==> config.mk <==
export PLATFORM = sky130hd
export DESIGN_NAME = mac_frame_byte_serializer
export DESIGN_NICKNAME = d
export VERILOG_FILES = /design/src/rtl/mac_frame_byte_serializer.sv
export SDC_FILE = /design/constraint.sdc
export NUM_CORES = 1
export LEC_CHECK = 0
export ABC_CLOCK_PERIOD_IN_PS = 1600
export CORE_ASPECT_RATIO = 1.4
export CORE_MARGIN = 3
export CORE_UTILIZATION = 45
export DETAILED_ROUTE_END_ITERATION = 12
export PLACE_DENSITY_LB_ADDON = 0.25
export SYNTH_ARGS = -nofsm -noshare
export SYNTH_HDL_FRONTEND = slang
export SYNTH_SLANG_ARGS = --single-unit
==> constraint.sdc <==
create_clock -name clk_i -period 1.6 [get_ports clk_i]
set_input_delay 0.16 -clock clk_i [delete_from_list [all_inputs] [get_ports clk_i]]
set_output_delay 0.16 -clock clk_i [all_outputs]
set_load 0.01 [all_outputs]
==> src/rtl/mac_frame_byte_serializer.sv <==
// -----------------------------------------------------------------------------
// mac_frame_byte_serializer
//
// Upstream feeder for the multi-lane controller. Takes MAC_FRAME_WIDTH-bit
// words from the Data Link Layer and emits them one byte at a time, LSB byte
// first. Each packet is framed with an STP control symbol before the first
// data byte and an END control symbol after the last valid byte. The last
// word of a packet may be partial; its last valid byte index is supplied with
// the eop word.
//
// Ports
//   clk_i                   single clock
//   rst_ni                  asynchronous active-low reset
//   mac_data_frame_i        input word, byte 0 = bits [7:0], sent first
//   mac_data_frame_valid_i  input word valid
//   mac_data_frame_ready_o  block accepts the word this cycle
//   mac_sop_i               word is the first of a packet
//   mac_eop_i               word is the last of a packet
//   mac_last_byte_idx_i     last valid byte index on an eop word
//   data_frame_o            output byte
//   data_frame_is_k_o       1 = control symbol (STP/END), 0 = data byte
//   data_frame_valid_o      output byte valid
//   data_frame_ready_i      downstream accepts the byte
//   busy_o                  packet in flight
//   proto_err_o             one-cycle pulse after a framing violation
// -----------------------------------------------------------------------------
module mac_frame_byte_serializer #(
    parameter int          MAC_FRAME_WIDTH = 32,
    parameter logic [7:0]  STP_SYMBOL      = 8'hFB,
    parameter logic [7:0]  END_SYMBOL      = 8'hFD,
    localparam int         NB              = MAC_FRAME_WIDTH / 8,
    localparam int         IDX_W           = $clog2(NB)
) (
    input  logic                       clk_i,
    input  logic                       rst_ni,
    input  logic [MAC_FRAME_WIDTH-1:0] mac_data_frame_i,
    input  logic                       mac_data_frame_valid_i,
    output logic                       mac_data_frame_ready_o,
    input  logic                       mac_sop_i,
    input  logic                       mac_eop_i,
    input  logic [IDX_W-1:0]           mac_last_byte_idx_i,
    output logic [7:0]                 data_frame_o,
    output logic                       data_frame_is_k_o,
    output logic                       data_frame_valid_o,
    input  logic                       data_frame_ready_i,
    output logic                       busy_o,
    output logic                       proto_err_o
);

    // Elaboration-time guard: the byte slicing below assumes whole bytes and
    // at least two of them (so the index field is never zero bits wide).
    if ((MAC_FRAME_WIDTH % 8) != 0 || MAC_FRAME_WIDTH < 16) begin : g_bad_width
        $error("MAC_FRAME_WIDTH must be a multiple of 8 and at least 16");
    end

    localparam logic [IDX_W-1:0] LAST_FULL = IDX_W'(NB - 1);

    typedef enum logic [2:0] {
        S_IDLE = 3'd0,
        S_STP  = 3'd1,
        S_DATA = 3'd2,
        S_WAIT = 3'd3,
        S_END  = 3'd4
    } state_e;

    state_e                     state_q, state_d;
    logic [MAC_FRAME_WIDTH-1:0] word_q, word_d;
    logic                       eop_q, eop_d;
    logic [IDX_W-1:0]           last_q, last_d;
    logic [IDX_W-1:0]           idx_q, idx_d;
    logic                       proto_err_q, proto_err_d;

    logic                       valid_int;
    logic                       is_k_int;
    logic [7:0]                 byte_int;
    logic                       ready_int;
    logic [7:0]                 cur_byte;
    logic                       at_last;
    logic                       out_hs;
    logic                       in_hs;
    logic                       capture;

    // -------------------------------------------------------------------------
    // State and datapath registers
    // -------------------------------------------------------------------------
    always_ff @(posedge clk_i or negedge rst_ni) begin
        if (!rst_ni) begin
            state_q     <= S_IDLE;
            word_q      <= '0;
            eop_q       <= 1'b0;
            last_q      <= '0;
            idx_q       <= '0;
            proto_err_q <= 1'b0;
        end else begin
            state_q     <= state_d;
            word_q      <= word_d;
            eop_q       <= eop_d;
            last_q      <= last_d;
            idx_q       <= idx_d;
            proto_err_q <= proto_err_d;
        end
    end

    // Byte currently addressed by idx_q; a compare-based mux keeps the select
    // width-exact for any NB.
    always_comb begin
        cur_byte = '0;
        for (int i = 0; i < NB; i++) begin
            if (idx_q == IDX_W'(i)) begin
                cur_byte = word_q[8*i +: 8];
            end
        end
    end

    assign at_last = (idx_q == last_q);
    assign out_hs  = valid_int & data_frame_ready_i;
    assign in_hs   = mac_data_frame_valid_i & mac_data_frame_ready_o;

    // -------------------------------------------------------------------------
    // Next-state and datapath update
    // -------------------------------------------------------------------------
    always_comb begin
        state_d     = state_q;
        word_d      = word_q;
        eop_d       = eop_q;
        last_d      = last_q;
        idx_d       = idx_q;
        proto_err_d = 1'b0;
        capture     = 1'b0;

        case (state_q)
            S_IDLE: begin
                if (in_hs) begin
                    if (mac_sop_i) begin
                        capture = 1'b1;
                        state_d = S_STP;
                    end else begin
                        // Orphan word outside a packet: dropped.
                        proto_err_d = 1'b1;
                    end
                end
            end
            S_STP: begin
                if (out_hs) begin
                    idx_d   = '0;
                    state_d = S_DATA;
                end
            end
            S_DATA: begin
                if (out_hs) begin
                    if (!at_last) begin
                        idx_d = idx_q + IDX_W'(1);
                    end else if (eop_q) begin
                        state_d = S_END;
                    end else if (in_hs) begin
                        // Next word lands on the same edge as the last byte
                        // leaves: stream on without a bubble.
                        capture     = 1'b1;
                        proto_err_d = mac_sop_i;
                    end else begin
                        state_d = S_WAIT;
                    end
                end
            end
            S_WAIT: begin
                if (in_hs) begin
                    capture     = 1'b1;
                    proto_err_d = mac_sop_i;
                    state_d     = S_DATA;
                end
            end
            S_END: begin
                if (out_hs) begin
                    state_d = S_IDLE;
                end
            end
            default: begin
                state_d = S_IDLE;
            end
        endcase

        // Non-eop words are always full, so their last index is NB-1.
        if (capture) begin
            word_d = mac_data_frame_i;
            eop_d  = mac_eop_i;
            last_d = mac_eop_i ? mac_last_byte_idx_i : LAST_FULL;
            idx_d  = '0;
        end
    end

    // -------------------------------------------------------------------------
    // Outputs decoded from the current state
    // -------------------------------------------------------------------------
    always_comb begin
        valid_int = 1'b0;
        is_k_int  = 1'b0;
        byte_int  = '0;
        ready_int = 1'b0;

        case (state_q)
            S_IDLE: begin
                ready_int = 1'b1;
            end
            S_STP: begin
                valid_int = 1'b1;
                is_k_int  = 1'b1;
                byte_int  = STP_SYMBOL;
            end
            S_DATA: begin
                valid_int = 1'b1;
                byte_int  = cur_byte;
                // Only the final byte of a non-eop word may pull in the next
                // word, and only when that byte is actually leaving.
                if (at_last && !eop_q) begin
                    ready_int = data_frame_ready_i;
                end
            end
            S_WAIT: begin
                ready_int = 1'b1;
            end
            S_END: begin
                valid_int = 1'b1;
                is_k_int  = 1'b1;
                byte_int  = END_SYMBOL;
            end
            default: begin
                ready_int = 1'b0;
            end
        endcase
    end

    // IDLE would otherwise advertise ready while reset is held.
    assign mac_data_frame_ready_o = ready_int & rst_ni;
    assign data_frame_valid_o     = valid_int;
    assign data_frame_is_k_o      = is_k_int;
    assign data_frame_o           = byte_int;
    assign busy_o                 = (state_q != S_IDLE);
    assign proto_err_o            = proto_err_q;

endmodule

==> results.md <==
- Die ar.: roughly 5700 um2
- Non-filler cells, final: around 380
- Max clock buf depth: 2
- First-pass GRT wire length: 12400 um
- Drt drc: 0
- Row count: 29
- Yosys top cell by area: dfrtp_1
- Power after layout: ~8.0 mW
- Final Util: 0.850
- Post-Syn Area: 2180 um2
- Worst r2r dst: word_q[30]
- CTS tree: built
- WL/cell: around 22 um
- Chip Width: between 60 and 70 um
- Worst r2r path cells: 9
- I/O Pins: 53
- Vias in the first global route: between 2000 and 2500
- Largest fanout on the critical path: 7
- Area delta synth->final: 79.3%
- Setup violators final: 50
- Relative slew margins: 0.650
- # diodes: 0
- Reg-to-reg slack, setup: -530 ps
- TritonCTS Buffers: 5
- Ys Warns: 0
- Hold_sp: rst_ni
- Filler Cell Count: 230
- Flops & latches, synth: just over 40
- Layout Skew: approximately 15 ps
- Fraction of layout cells with a size suffix above 1: 0.564
- Root buf cell: clkbuf_8
- HP Class: in2reg
- Max Freq: 463 MHz
- Max Slew Vio Count: 0
- Worst-path clk slew: 90 ps
- Drt pass-1 iters: 4
- Detailed Route WL: roughly 8500 um
- WHS Endpoint: proto_err_o
- Synth area leaders: dfrtp_1 47%, mux2_2 18%, o31a_1 2.8%
- Die height: ~88 um
- Vias: ~2200
- Dpl cells: roughly 350
- Crit end category: primary output
- Core area: around 4600 um2
- Initial antenna violation count: 0
- Final WS setup: -558 ps
- Hold Vio Cnt, Final: 0
- Final nets: around 360
- Multi-input logic area: around 1500 um2
- Most used cells in the layout excluding fill and tap cells: 47 x buf_4, 39 x clkdlybuf4s50_1, 37 x dfrtp_1, 34 x mux2_4, 19 x buf_6
- RSZ-0062 raised after global routing: yes
- MaxCap Viol Count: 0
- Clk_lat worst skew: a little over 300 ps
- Sum Neg Setup Slack: -21630 ps
- WP data arrival: roughly 2000 ps
- 1st-iter DRT viols: 200
- Worst VDD drop: 1.33 mV
- Global placer's final weighted congestion: between 0.8 and 0.9
- Register area: around 1000 um2
- Sequential share of the synthesized area: 0.470
- Antenna viol nets, final: 0
- Status: finished with violations
- Port-buffer cells: 52
- Pleak: 1.70 nW
- Largest net degree at the start of global routing: 42
- Total gr overflow: 0
- WP data required: 1440 ps
- Estimated wirelength of the detail-placed design: 4100 um
- Share of the synthesized area in the top cell type: 0.470
- Final worst path period need: 2160 ps
- Total track usage: 0.291
- Failing checks: negative setup slack
- Avg Inst Size Synth: 11.0 um2
- Crit share post-route: 1.35
- Hold path depth: 5
- CTS sink cnt: 41
- RR Startpoint: idx_q[1]
- H-tree depth: 2
- Initial Utilization: 0.474
- WS Path Type: reg2out
- Gate Count Post-Synth: around 200
- Most common cell after layout, fill and taps aside: buf_4
- Via density: 5.82
- Startpoint types: flip-flop
- Worst hold slack: just under 400 ps
- Syn Nets: between 200 and 250
- Netlist cell types: 36
- Actual slew at the worst max-slew pin: 525 ps
- PwrDens: about 2000 nW/um2
[per-layer routing]
| layer | vias up | track usage | wire length (um) |
|---|---|---|---|
| met5 | - | 0 | 0 |
| met4 | 0 | 0.183 | 474 |
| met3 | 39 | 0.0457 | 334 |
| met2 | 103 | 0.512 | 4510 |
| met1 | 1107 | 0.329 | 3140 |
| li1 | 969 | - | - |
[sequential cells by signal (all words and copies together), names as in the netlist]
signal and count:
state_q 3, last_q 2, word_q 32, proto_err_o 1, eop_q 1, idx_q 2
[what timing repair did]
item,CTS,global route
pin swaps,18,23
setup endpoints to repair,49,53
resized for setup,130,41
gates cloned,4,0
buffers inserted,23,4
hold endpoints to repair,41,0
hold buffers,1,0
[report_power, final]
part           switching, mW  total (mW)  leakage, nW  internal (mW)
sequential             0.492        2.04        0.487           1.55
combinational           2.23        5.06         1.16           2.83
clock                  0.404       0.871       0.0543          0.467
total                   3.13        7.97         1.70           4.84
[logic make-up (layout without fill, tap and decap cells)]
family	count (synthesis)	after routing	synth area share
xor+xnor	3	3	0.0120
flops	41	41	0.470
compound gates	50	50	0.167
mux	34	34	0.175
fa+ha+maj	4	4	0.0229
buf+inv	20	141	0.0452
simple gates	46	46	0.108
[worst max-delay path, stage by stage (launching register included)]
cell and delay (ps):
dfrtp_1 430, buf_6 140, ha_4 180, nor2b_4 130
buf_6 160, a221oi_4 80, o31a_1 250, o21ai_1 150
buf_2 160
[how the worst max path moves through the flow]
stage,start,endpoint,cells after the start
2_1_floorplan,idx_q[1],word_q[10],5
3_3_place_gp,idx_q[0],data_frame_o[6],8
3_5_place_dp,idx_q[0],data_frame_o[0],8
4_1_cts,idx_q[0],data_frame_o[6],8
5_1_grt,idx_q[0],data_frame_o[1],8
6_report,idx_q[0],data_frame_o[0],8
[synthesized netlist by cell type]
master	instances
or2_2	1
a21oi_1	10
o31a_1	7
nand4bb_1	1
nor2_1	12
or3_1	1
a21oi_4	1
a31oi_1	3
clkbuf_1	8
nand4b_1	1
buf_6	3
nor2b_1	8
a311oi_1	1
nand3b_1	1
buf_2	1
dfrtp_1	41
o2111ai_1	4
mux2_2	34
a221oi_1	5
a221o_1	2
nor4b_1	1
nand3_1	2
nand2_1	13
inv_1	8
nor4_1	1
nor3b_1	2
nand2b_1	2
o2111a_1	1
a41oi_1	1
o32ai_1	1
o211ai_1	1
o21ai_0	11
ha_1	4
a31o_2	1
a21bo_2	1
xor2_1	3
[stage by stage]
stage	area, um2	setup WS (ps)
final	3920	-558
after global routing	3920	-591
after CTS	3760	-520
after detailed placement	3100	-631
after global placement	3100	-575
after floorplan	2220	-191
[cell type report]
cell class	instances	share of cell area
well taps	62	0.0198
inverters	8	0.00958
clock inverters	3	0.0118
multi-input cells	137	0.380
clock buffers	5	0.0176
flip-flops and latches	41	0.263
repair buffers	125	0.298
No activity file was read; power rests on OpenSTA's default activity.
